$ cat config.mk
export PLATFORM = sky130hd
export DESIGN_NAME = rx_cmd_parser
export DESIGN_NICKNAME = d
export VERILOG_FILES = /design/src/rtl/rx_cmd_parser_pkg.sv /design/src/rtl/rx_line_buffer.sv /design/src/rtl/rx_cmd_parser.sv
export SDC_FILE = /design/constraint.sdc
export NUM_CORES = 1
export LEC_CHECK = 0
export BUFFER_PORTS_ARGS = -buffer_cell sky130_fd_sc_hd__buf_2
export CAP_MARGIN = 20
export CORE_ASPECT_RATIO = 0.9
export CORE_MARGIN = 8
export CORE_UTILIZATION = 45
export DETAILED_ROUTE_END_ITERATION = 10
export MAX_ROUTING_LAYER = met4
export PLACE_DENSITY = 0.61
export SYNTH_ARGS = -nofsm -noshare
export SYNTH_HDL_FRONTEND = slang
export SYNTH_SLANG_ARGS = --single-unit
$ cat constraint.sdc
create_clock -name clk -period 7.7 [get_ports clk]
set_input_delay 1.925 -clock clk [delete_from_list [all_inputs] [get_ports clk]]
set_output_delay 1.925 -clock clk [all_outputs]
set_load 0.01 [all_outputs]
$ cat src/rtl/rx_cmd_parser_pkg.sv
// rtl/rx_cmd_parser_pkg.sv - shared constants, command strings and FSM state type
package rx_cmd_parser_pkg;

    localparam logic [7:0] ASCII_LF     = 8'h0A;
    localparam logic [7:0] ASCII_CR     = 8'h0D;
    localparam logic [7:0] ASCII_COLON  = 8'h3A;
    localparam logic [7:0] ASCII_ZERO   = 8'h30;
    localparam logic [7:0] ASCII_NINE   = 8'h39;
    localparam logic [7:0] RATE_DEFAULT = 8'h31;

    localparam int MAX_LEN_DEFAULT = 8;

    // Command strings are left-aligned: character i sits at bits [8*(STR_W-i)-1 -: 8].
    localparam int                 STR_W      = 6;
    localparam logic [8*STR_W-1:0] STR_INIT   = {"init", 16'h0000};
    localparam logic [8*STR_W-1:0] STR_NORMAL = "normal";
    localparam logic [8*STR_W-1:0] STR_START  = {"start", 8'h00};
    localparam logic [8*STR_W-1:0] STR_RATE   = {"rate", ASCII_COLON, 8'h00};
    localparam logic [3:0]         LEN_INIT   = 4'd4;
    localparam logic [3:0]         LEN_NORMAL = 4'd6;
    localparam logic [3:0]         LEN_START  = 4'd5;
    localparam logic [3:0]         LEN_RATE_PREFIX = 4'd5;
    localparam logic [3:0]         LEN_RATE   = 4'd6;

    typedef enum logic {
        ST_COLLECT = 1'b0,
        ST_DISCARD = 1'b1
    } state_t;

    function automatic logic is_digit(input logic [7:0] c);
        return (c >= ASCII_ZERO) && (c <= ASCII_NINE);
    endfunction

endpackage

$ cat src/rtl/rx_line_buffer.sv
// rtl/rx_line_buffer.sv - byte storage for one command line with length counter and full flag
module rx_line_buffer #(
    parameter int MAX_LEN = 8
) (
    input  logic                    clk,
    input  logic                    reset,
    input  logic                    wr,
    input  logic                    clr,
    input  logic [7:0]              data,
    output logic [MAX_LEN-1:0][7:0] line,
    output logic [3:0]              len,
    output logic                    full
);

    // Contents need no reset; only len decides which bytes are meaningful.
    always_ff @(posedge clk) begin
        for (int i = 0; i < MAX_LEN; i++) begin
            if (wr && (len == 4'(i))) begin
                line[i] <= data;
            end
        end
    end

    always_ff @(posedge clk or negedge reset) begin
        if (!reset) begin
            len <= 4'd0;
        end else if (clr) begin
            len <= 4'd0;
        end else if (wr) begin
            len <= len + 4'd1;
        end
    end

    assign full = (len == 4'(MAX_LEN));

endmodule

$ cat src/rtl/rx_cmd_parser.sv
// rtl/rx_cmd_parser.sv - line-oriented ASCII command decoder fed by a UART receiver
module rx_cmd_parser #(
    parameter int MAX_LEN = rx_cmd_parser_pkg::MAX_LEN_DEFAULT
) (
    input  logic       clk,
    input  logic       reset,
    input  logic [7:0] iRX_DATA,
    input  logic       iRX_VALID,
    output logic       oCMD_INIT,
    output logic       oCMD_NORMAL,
    output logic       oCMD_START,
    output logic [7:0] oRATE,
    output logic       oRATE_VALID,
    output logic       oERR,
    output logic       oBUSY
);
    import rx_cmd_parser_pkg::*;

    state_t                   state, next_state;
    logic [MAX_LEN-1:0][7:0]  line;
    logic [3:0]               len;
    logic                     full, buf_wr, buf_clr;
    logic                     nxt_init, nxt_normal, nxt_start, nxt_rate_valid, nxt_err;
    logic [7:0]               nxt_rate;

    rx_line_buffer #(.MAX_LEN(MAX_LEN)) u_line_buffer (
        .clk   (clk),
        .reset (reset),
        .wr    (buf_wr),
        .clr   (buf_clr),
        .data  (iRX_DATA),
        .line  (line),
        .len   (len),
        .full  (full)
    );

    function automatic logic prefix_is(input logic [MAX_LEN-1:0][7:0] l,
                                       input logic [8*STR_W-1:0]     s,
                                       input logic [3:0]             n);
        logic ok;
        ok = 1'b1;
        for (int i = 0; i < STR_W; i++) begin
            if ((4'(i) < n) && (l[i] != s[8*(STR_W-i)-1 -: 8])) begin
                ok = 1'b0;
            end
        end
        return ok;
    endfunction

    always_ff @(posedge clk or negedge reset) begin
        if (!reset) begin
            state <= ST_COLLECT;
        end else begin
            state <= next_state;
        end
    end

    always_comb begin
        next_state     = state;
        buf_wr         = 1'b0;
        buf_clr        = 1'b0;
        nxt_init       = 1'b0;
        nxt_normal     = 1'b0;
        nxt_start      = 1'b0;
        nxt_rate_valid = 1'b0;
        nxt_err        = 1'b0;
        nxt_rate       = oRATE;
        if (iRX_VALID) begin
            case (state)
                ST_COLLECT: begin
                    if (iRX_DATA == ASCII_LF) begin
                        buf_clr = 1'b1;
                        if (len == LEN_INIT && prefix_is(line, STR_INIT, LEN_INIT)) begin
                            nxt_init = 1'b1;
                        end else if (len == LEN_NORMAL && prefix_is(line, STR_NORMAL, LEN_NORMAL)) begin
                            nxt_normal = 1'b1;
                        end else if (len == LEN_START && prefix_is(line, STR_START, LEN_START)) begin
                            nxt_start = 1'b1;
                        end else if (len == LEN_RATE && prefix_is(line, STR_RATE, LEN_RATE_PREFIX)
                                     && is_digit(line[5])) begin
                            nxt_rate_valid = 1'b1;
                            nxt_rate       = line[5];
                        end else if (len != 4'd0) begin
                            nxt_err = 1'b1;
                        end
                    end else if (iRX_DATA != ASCII_CR) begin
                        if (full) begin
                            next_state = ST_DISCARD;
                            buf_clr    = 1'b1;
                        end else begin
                            buf_wr = 1'b1;
                        end
                    end
                end
                ST_DISCARD: begin
                    if (iRX_DATA == ASCII_LF) begin
                        nxt_err    = 1'b1;
                        next_state = ST_COLLECT;
                    end
                end
                default: next_state = ST_COLLECT;
            endcase
        end
    end

    always_ff @(posedge clk or negedge reset) begin
        if (!reset) begin
            oCMD_INIT   <= 1'b0;
            oCMD_NORMAL <= 1'b0;
            oCMD_START  <= 1'b0;
            oRATE_VALID <= 1'b0;
            oERR        <= 1'b0;
            oRATE       <= RATE_DEFAULT;
        end else begin
            oCMD_INIT   <= nxt_init;
            oCMD_NORMAL <= nxt_normal;
            oCMD_START  <= nxt_start;
            oRATE_VALID <= nxt_rate_valid;
            oERR        <= nxt_err;
            oRATE       <= nxt_rate;
        end
    end

    assign oBUSY = (len != 4'd0) || (state == ST_DISCARD);

endmodule
-- Yosys cells after proc, flatten, opt, wreduce, memory -nomap -nowiden
Cells that the tools add are included.
- register bits after elaboration: 66
- logic and storage cells: 151
- magnitude comparators: 2
- multiplexer cells: 84
- bitwise logic cells: 4
- eq/ne operators: 29
- add/subtract/negate cells: 1
- reduce and logical (&&, ||, !) cells: 17
- operator list (kind ; number):
    8-bit by 7-bit != test with 1-bit output (second input constant) ; 19
    1-bit two-way mux ; 80
    4-bit by 3-bit equality test with 1-bit output (second input constant) ; 3
    1-bit logical AND ; 12
    4-bit by 2-bit equality test with 1-bit output (second input constant) ; 2
    8-bit by 4-bit equality test with 1-bit output (second input constant) ; 1
    8-bit by 6-bit >= comparator with 1-bit output (second input constant) ; 1
    8-bit by 6-bit <= comparator with 1-bit output (second input constant) ; 1
    4-bit two-way mux ; 2
    8-bit by 4-bit != test with 1-bit output (second input constant) ; 1
    8-bit by 6-bit != test with 1-bit output (second input constant) ; 1
    7-bit AND reduction ; 1
    4-bit by 1-bit adder with 4-bit output (second input constant) ; 1
    4-bit by 1-bit equality test with 1-bit output (second input constant) ; 1
    4-bit equality test (second input constant) ; 1
    4-bit zero test ; 1
    1-bit inverter ; 4
    1-bit one-hot mux with 2 select lines ; 2
    4-bit nonzero test ; 1
    2-bit nonzero test ; 1
    1-bit logical OR ; 1

-- Logic depth before layout (Yosys ltp)
- word-level depth: 35
- gate-level depth with buffers: 7
- depth with buffers taken out: 7

-- Cells and area by module
Synthesis repeated with hierarchy kept, for this count alone.
- cells, all modules: 191
- area total of the unflattened synthesis: 3231.8 sq um
- by module, submodules not included (module ; cells an instance ; sequential area each (sq um) ; times used ; area each (sq um)):
    rx_line_buffer ; 98 ; 2021.9 ; 1 ; 2248.4
    rx_cmd_parser ; 93 ; 354.1 ; 1 ; 983.4

-- Least setup slack after synthesis
No wires, ideal clock.
- path kind: input to register
- start: input iRX_VALID
- end: register u_line_buffer.line[0] in the netlist's numbering, enable pin
- arrival: 3.444 ns
- cell stages on the path: 3
- buffers on the path: 0
- setup slack: 3.858 ns
- cell sequence: nor3b_1 o21ai_1 nor4b_1
- cells in the longest elaborated chain, start to end: 2
- ends and longest elaborated chain (item ; line ; RTL):
    start, declared ; rx_cmd_parser.sv:8 ; input logic iRX_VALID,
    1-bit two-way mux ; rx_cmd_parser.sv:68 ; if (iRX_VALID) begin
    1-bit logical AND ; rx_line_buffer.sv:18 ; if (wr && (len == 4'(i))) begin
    end signal, assigned by index ; rx_line_buffer.sv:19 ; line[i] <= data;
    end, declared ; rx_line_buffer.sv:10 ; output logic [MAX_LEN-1:0][7:0] line,
Every way passes these cells.
A chain may end at the register's enable or synchronous reset.

-- Worst setup path in the final report
- start: register u_line_buffer.len[0]
- end: output oBUSY
- cells in the longest elaborated chain, start to end: 2
- ends and longest elaborated chain (item ; line ; RTL):
    start, declared ; rx_line_buffer.sv:11 ; output logic [3:0] len,
    start signal, assigned ; rx_line_buffer.sv:30 ; len <= len + 4'd1;
    4-bit nonzero test ; rx_cmd_parser.sv:124 ; assign oBUSY = (len != 4'd0) || (state == ST_DISCARD);
    1-bit logical OR ; rx_cmd_parser.sv:124 ;
    end, declared ; rx_cmd_parser.sv:15 ; output logic oBUSY
Every way passes these cells.

==> PnR_summary.wiki <==
{| class="wikitable"
! Metric !! Value
|-
| Outcome || finished clean
|-
| Clock latency on the worst-skew pair || roughly 0.34 ns
|-
| Number of diodes added for antenna fixing || 0
|-
| R2r endpoint || u_line_buffer.line[20]
|-
| Syn Area/Cell || approximately 16 um2
|-
| Most used DFF post-synth || sky130_fd_sc_hd__edfxtp_1
|-
| Die footprint || just under 9000 um2
|-
| Type of the tightest min-delay check || reg -> reg
|-
| Share of async-settable or async-resettable flops after synthesis || 0.273
|-
| Worst ir drop on vdd || approximately 0.15 mV
|-
| Number of hold violations in the final report || 0
|-
| Fillers || 473
|-
| RD Place Congestion || slightly above 0.9
|-
| Flip-flop and latch count after synthesis || 66
|-
| Origin of the critical flop-to-flop path || u_line_buffer.len[0]
|-
| Routed Wire Length || approximately 5400 um
|-
| Final period utilization || 0.505
|-
| Maximum fanout encountered on the critical timing path || 5
|-
| Synthesized Nets || ~190
|-
| GR Util met3 || 0.0564
|-
| Synthesized-area fraction occupied by ao, oa, aoi and oai cells || 0.0283
|-
| Worst path setup slack after routing || between 3 and 4 ns
|-
| Sort of element at the end of the critical path || output port
|-
| Relative contribution of combinational cells to total power || 0.081
|-
| Maximum number of pins on one net before global-route repair || 19
|-
| Grt ovf || 0
|-
| Drt first pass iters || 5
|-
| Layout cell share with drive strength beyond 1 || 0.291
|-
| Top cells by count, synth || sky130_fd_sc_hd__edfxtp_1 (48), sky130_fd_sc_hd__dfrtp_1 (15), sky130_fd_sc_hd__nor2_1 (14)
|-
| Met2 track demand over resource in global routing || 0.212
|-
| Element type at the critical path start || flop
|-
| LEAKAGE || 1.17 nW
|-
| Worst reg-to-reg path cell count || 7
|-
| Post-synth cell types || 45
|-
| Time the final worst path needs with I/O delays and setup || 3.89 ns
|-
| Post-CTS Repair Setup Buffers || 0
|-
| Floorplan Core Area || between 5000 and 6000 um2
|-
| Antenna violations before repair || 0
|-
| Slowest cell on the critical path || sky130_fd_sc_hd__or4b_2
|-
| Crit Path Class || reg -> out
|-
| Worst-path cell chain || inv_1, ha_1, or4b_2, buf_2
|-
| Rows || 26
|-
| Start point of the critical path || u_line_buffer.len[0]
|-
| Buffer cell driving the clock tree root || sky130_fd_sc_hd__clkbuf_8
|-
| Global routing usage summed across all routing layers || 0.140
|-
| Fin Setup TNS || 0 ns
|-
| Required time at the endpoint of the critical path || 5.78 ns
|-
| Maximum count of clock buffers along a single path || 2
|-
| DR vias/cell || between 5 and 6
|-
| Internal power consumption || between 0.5 and 0.6 mW
|-
| Port bufs || 24
|-
| Fraction of power consumed by sequential logic || 0.565
|-
| Clock Sinks || 66
|-
| Number of max-slew violations in the final report || 0
|-
| Measured slew at the worst slew-check pin || 0.904 ns
|-
| Number of top-level pins || 25
|-
| Arithmetic-cell share of the synthesized area counting full adders, half adders and majority gates || 0.0185
|-
| Crit path to || oBUSY
|-
| Total net switching power || around 0.19 mW
|-
| Worst slew margin relative to its limit || 0.389
|-
| Detailed-route wire length per cell || slightly below 20 um
|-
| Setup clock skew after layout || 0.00635 ns
|-
| Library cell with the highest instance count after synthesis || sky130_fd_sc_hd__edfxtp_1
|-
| Total vias in the final route || 1,566
|-
| Synthesis-to-finish area growth || 14.6%
|-
| Post-synth design cell area || 2700 um2
|-
| Part of the power in the clock network || 0.353
|-
| Final routed DRC violation total || 0
|-
| Post_cts resized || 0
|-
| Top cells by area in the synthesized netlist || sky130_fd_sc_hd__edfxtp_1 (53%), sky130_fd_sc_hd__dfrtp_1 (14%), sky130_fd_sc_hd__dfstp_2 (2.9%)
|-
| Number of H-tree levels || 3
|-
| Number of global-route vias before repair || roughly 1,600
|-
| Main combinational cell family by area after synthesis || simple AND/OR/NAND/NOR gates
|-
| Global-route wire length before repair || 8910 um
|-
| Maximum cell stage delay along the critical path || between 0.6 and 0.7 ns
|-
| Die width || 97.6 um
|-
| Switching part of the total power || 0.260
|-
| Peak clock frequency supported by timing || roughly 260 MHz
|-
| Reg2reg setup slack || roughly 4.6 ns
|-
| Top Usage Layer GRT || met2
|-
| Largest area contributor in the netlist || sky130_fd_sc_hd__edfxtp_1
|-
| DP Wirelength || around 4000 um
|-
| Cts-stage hold buffer count || 0
|-
| Floorplan die height || between 80 and 90 um
|-
| Final net count || approximately 220
|-
| Antenna violation net count after detailed routing || 0
|-
| Num CTS Buffers || 9
|-
| Gate count after technology mapping || 172
|-
| Met1 routing resource usage after global routing || 0.161
|-
| Count of routing violations after the opening detailed-route iteration || approximately 130
|-
| Number of max-cap violations || 0
|-
| Post-Synth XOR/XNOR Area || 0.00974
|-
| Synth Area in Simple Gates || 0.203
|-
| Effective utilization at floorplan || 0.471
|-
| Synth Warn # || 0
|-
| Number of setup violations in the final report || 0
|-
| Fraction of post-synthesis cell area in the top cell type by area || 0.534
|-
| Count of flip-flops with a built-in enable after synthesis || 48
|-
| Data arrival, critical path || 1.96 ns
|-
| Clock slew at the register clock pins of the worst setup and hold paths || 0.07 ns
|-
| Setup repair after global routing missed its margin || no
|-
| Clock tree from TritonCTS || done
|-
| Multiplexer share of the synthesized area || 0.0260
|-
| Total power per unit cell area || 236 nW/um2
|-
| Worst setup slack before clock tree synthesis || ~3.6 ns
|-
| Sequential fraction of the synthesis area || 0.702
|}
==> critical path, delay by kind of cell, from the launching register on <==
kind | cells | cell delay, ns
fa+ha+maj | 1 | 0.25
simple gates | 1 | 0.64
flops | 1 | 0.42
buf+inv | 2 | 0.31
==> kinds of logic after synthesis <==
| kind of cell | count (synthesis) |
|---|---|
| fa+ha+maj | 4 |
| simple gates | 77 |
| flops | 66 |
| compound gates | 11 |
| mux | 5 |
| buf+inv | 6 |
| xor+xnor | 3 |
==> power by group through the flow <==
stage | sequential (mW) | clock, mW | combinational [mW]
3_3_place_gp | 0.418 | 0 | 0.0575
6_report | 0.412 | 0.257 | 0.0593
3_5_place_dp | 0.418 | 0 | 0.0596
2_1_floorplan | 0.409 | 0 | 0.0431
5_1_grt | 0.414 | 0.277 | 0.0662
4_1_cts | 0.411 | 0.263 | 0.0594
==> sequential cells by signal, indices dropped and copies added (netlist names) <==
name / flops
u_line_buffer.line: 48
oRATE: 8
u_line_buffer.len: 4
oCMD_INIT: 1
oCMD_NORMAL: 1
oCMD_START: 1
oERR: 1
oRATE_VALID: 1
state: 1
==> worst min path at each step <==
stage	from	endpoint	slack, ns	cells past startpoint
6_report	oRATE[6]	oRATE[6]	0.50	1
5_1_grt	oRATE[7]	oRATE[7]	0.54	1
4_1_cts	oRATE[6]	oRATE[6]	0.51	1
3_5_place_dp	oRATE[6]	oRATE[6]	0.49	1
3_3_place_gp	oRATE[7]	oRATE[7]	0.48	1
2_1_floorplan	u_line_buffer.line[40]	oRATE[0]	0.48	1
==> final cells by class <==
| class | count | area (um2) | share of cell area |
|---|---|---|---|
| Multi-Input combinational cell | 100 | 771 | 0.249 |
| Sequential cell | 66 | 1900 | 0.613 |
| Clock buffer | 9 | 124 | 0.0400 |
| Clock inverter | 7 | 53.8 | 0.0174 |
| Tap cell | 70 | 87.6 | 0.0283 |
| Inverter | 3 | 11.3 | 0.00364 |
| Timing Repair Buffer | 28 | 150 | 0.0485 |
==> layout by cell type (no fill, tap or decap), drive strengths merged, types with 3 or more instances in the layout <==
cell type / count
dfrtp: 15
nand3b: 3
clkbuf: 9
inv: 5
nand4: 6
o211ai: 4
mux2: 4
clkinvlp: 3
buf: 28
edfxtp: 48
nand4b: 4
nor4b: 7
ha: 4
and3: 3
dfstp: 3
nand2: 5
nor2: 14
nor4: 3
nor4bb: 4
nor3b: 3
nor3: 5
==> metal layers <==
metal,vias to the layer above,routed length (um)
met5,-,0
met2,54,2570
met1,764,2440
met3,6,379
li1,742,-
met4,0,59
==> stage by stage <==
step	total power, mW	area (um2)	hold WS, ns	utilization	std cells
after floorplan	0.452	2700	0.476	-	172
after global placement	0.475	2920	0.477	0.509	267
after detailed placement	0.478	2920	0.488	0.509	267
after CTS	0.734	3090	0.507	0.540	283
after global routing	0.757	3090	0.536	0.540	283
final	0.728	3090	0.504	0.540	283
Note: power is estimated with default switching activity, not from simulation.
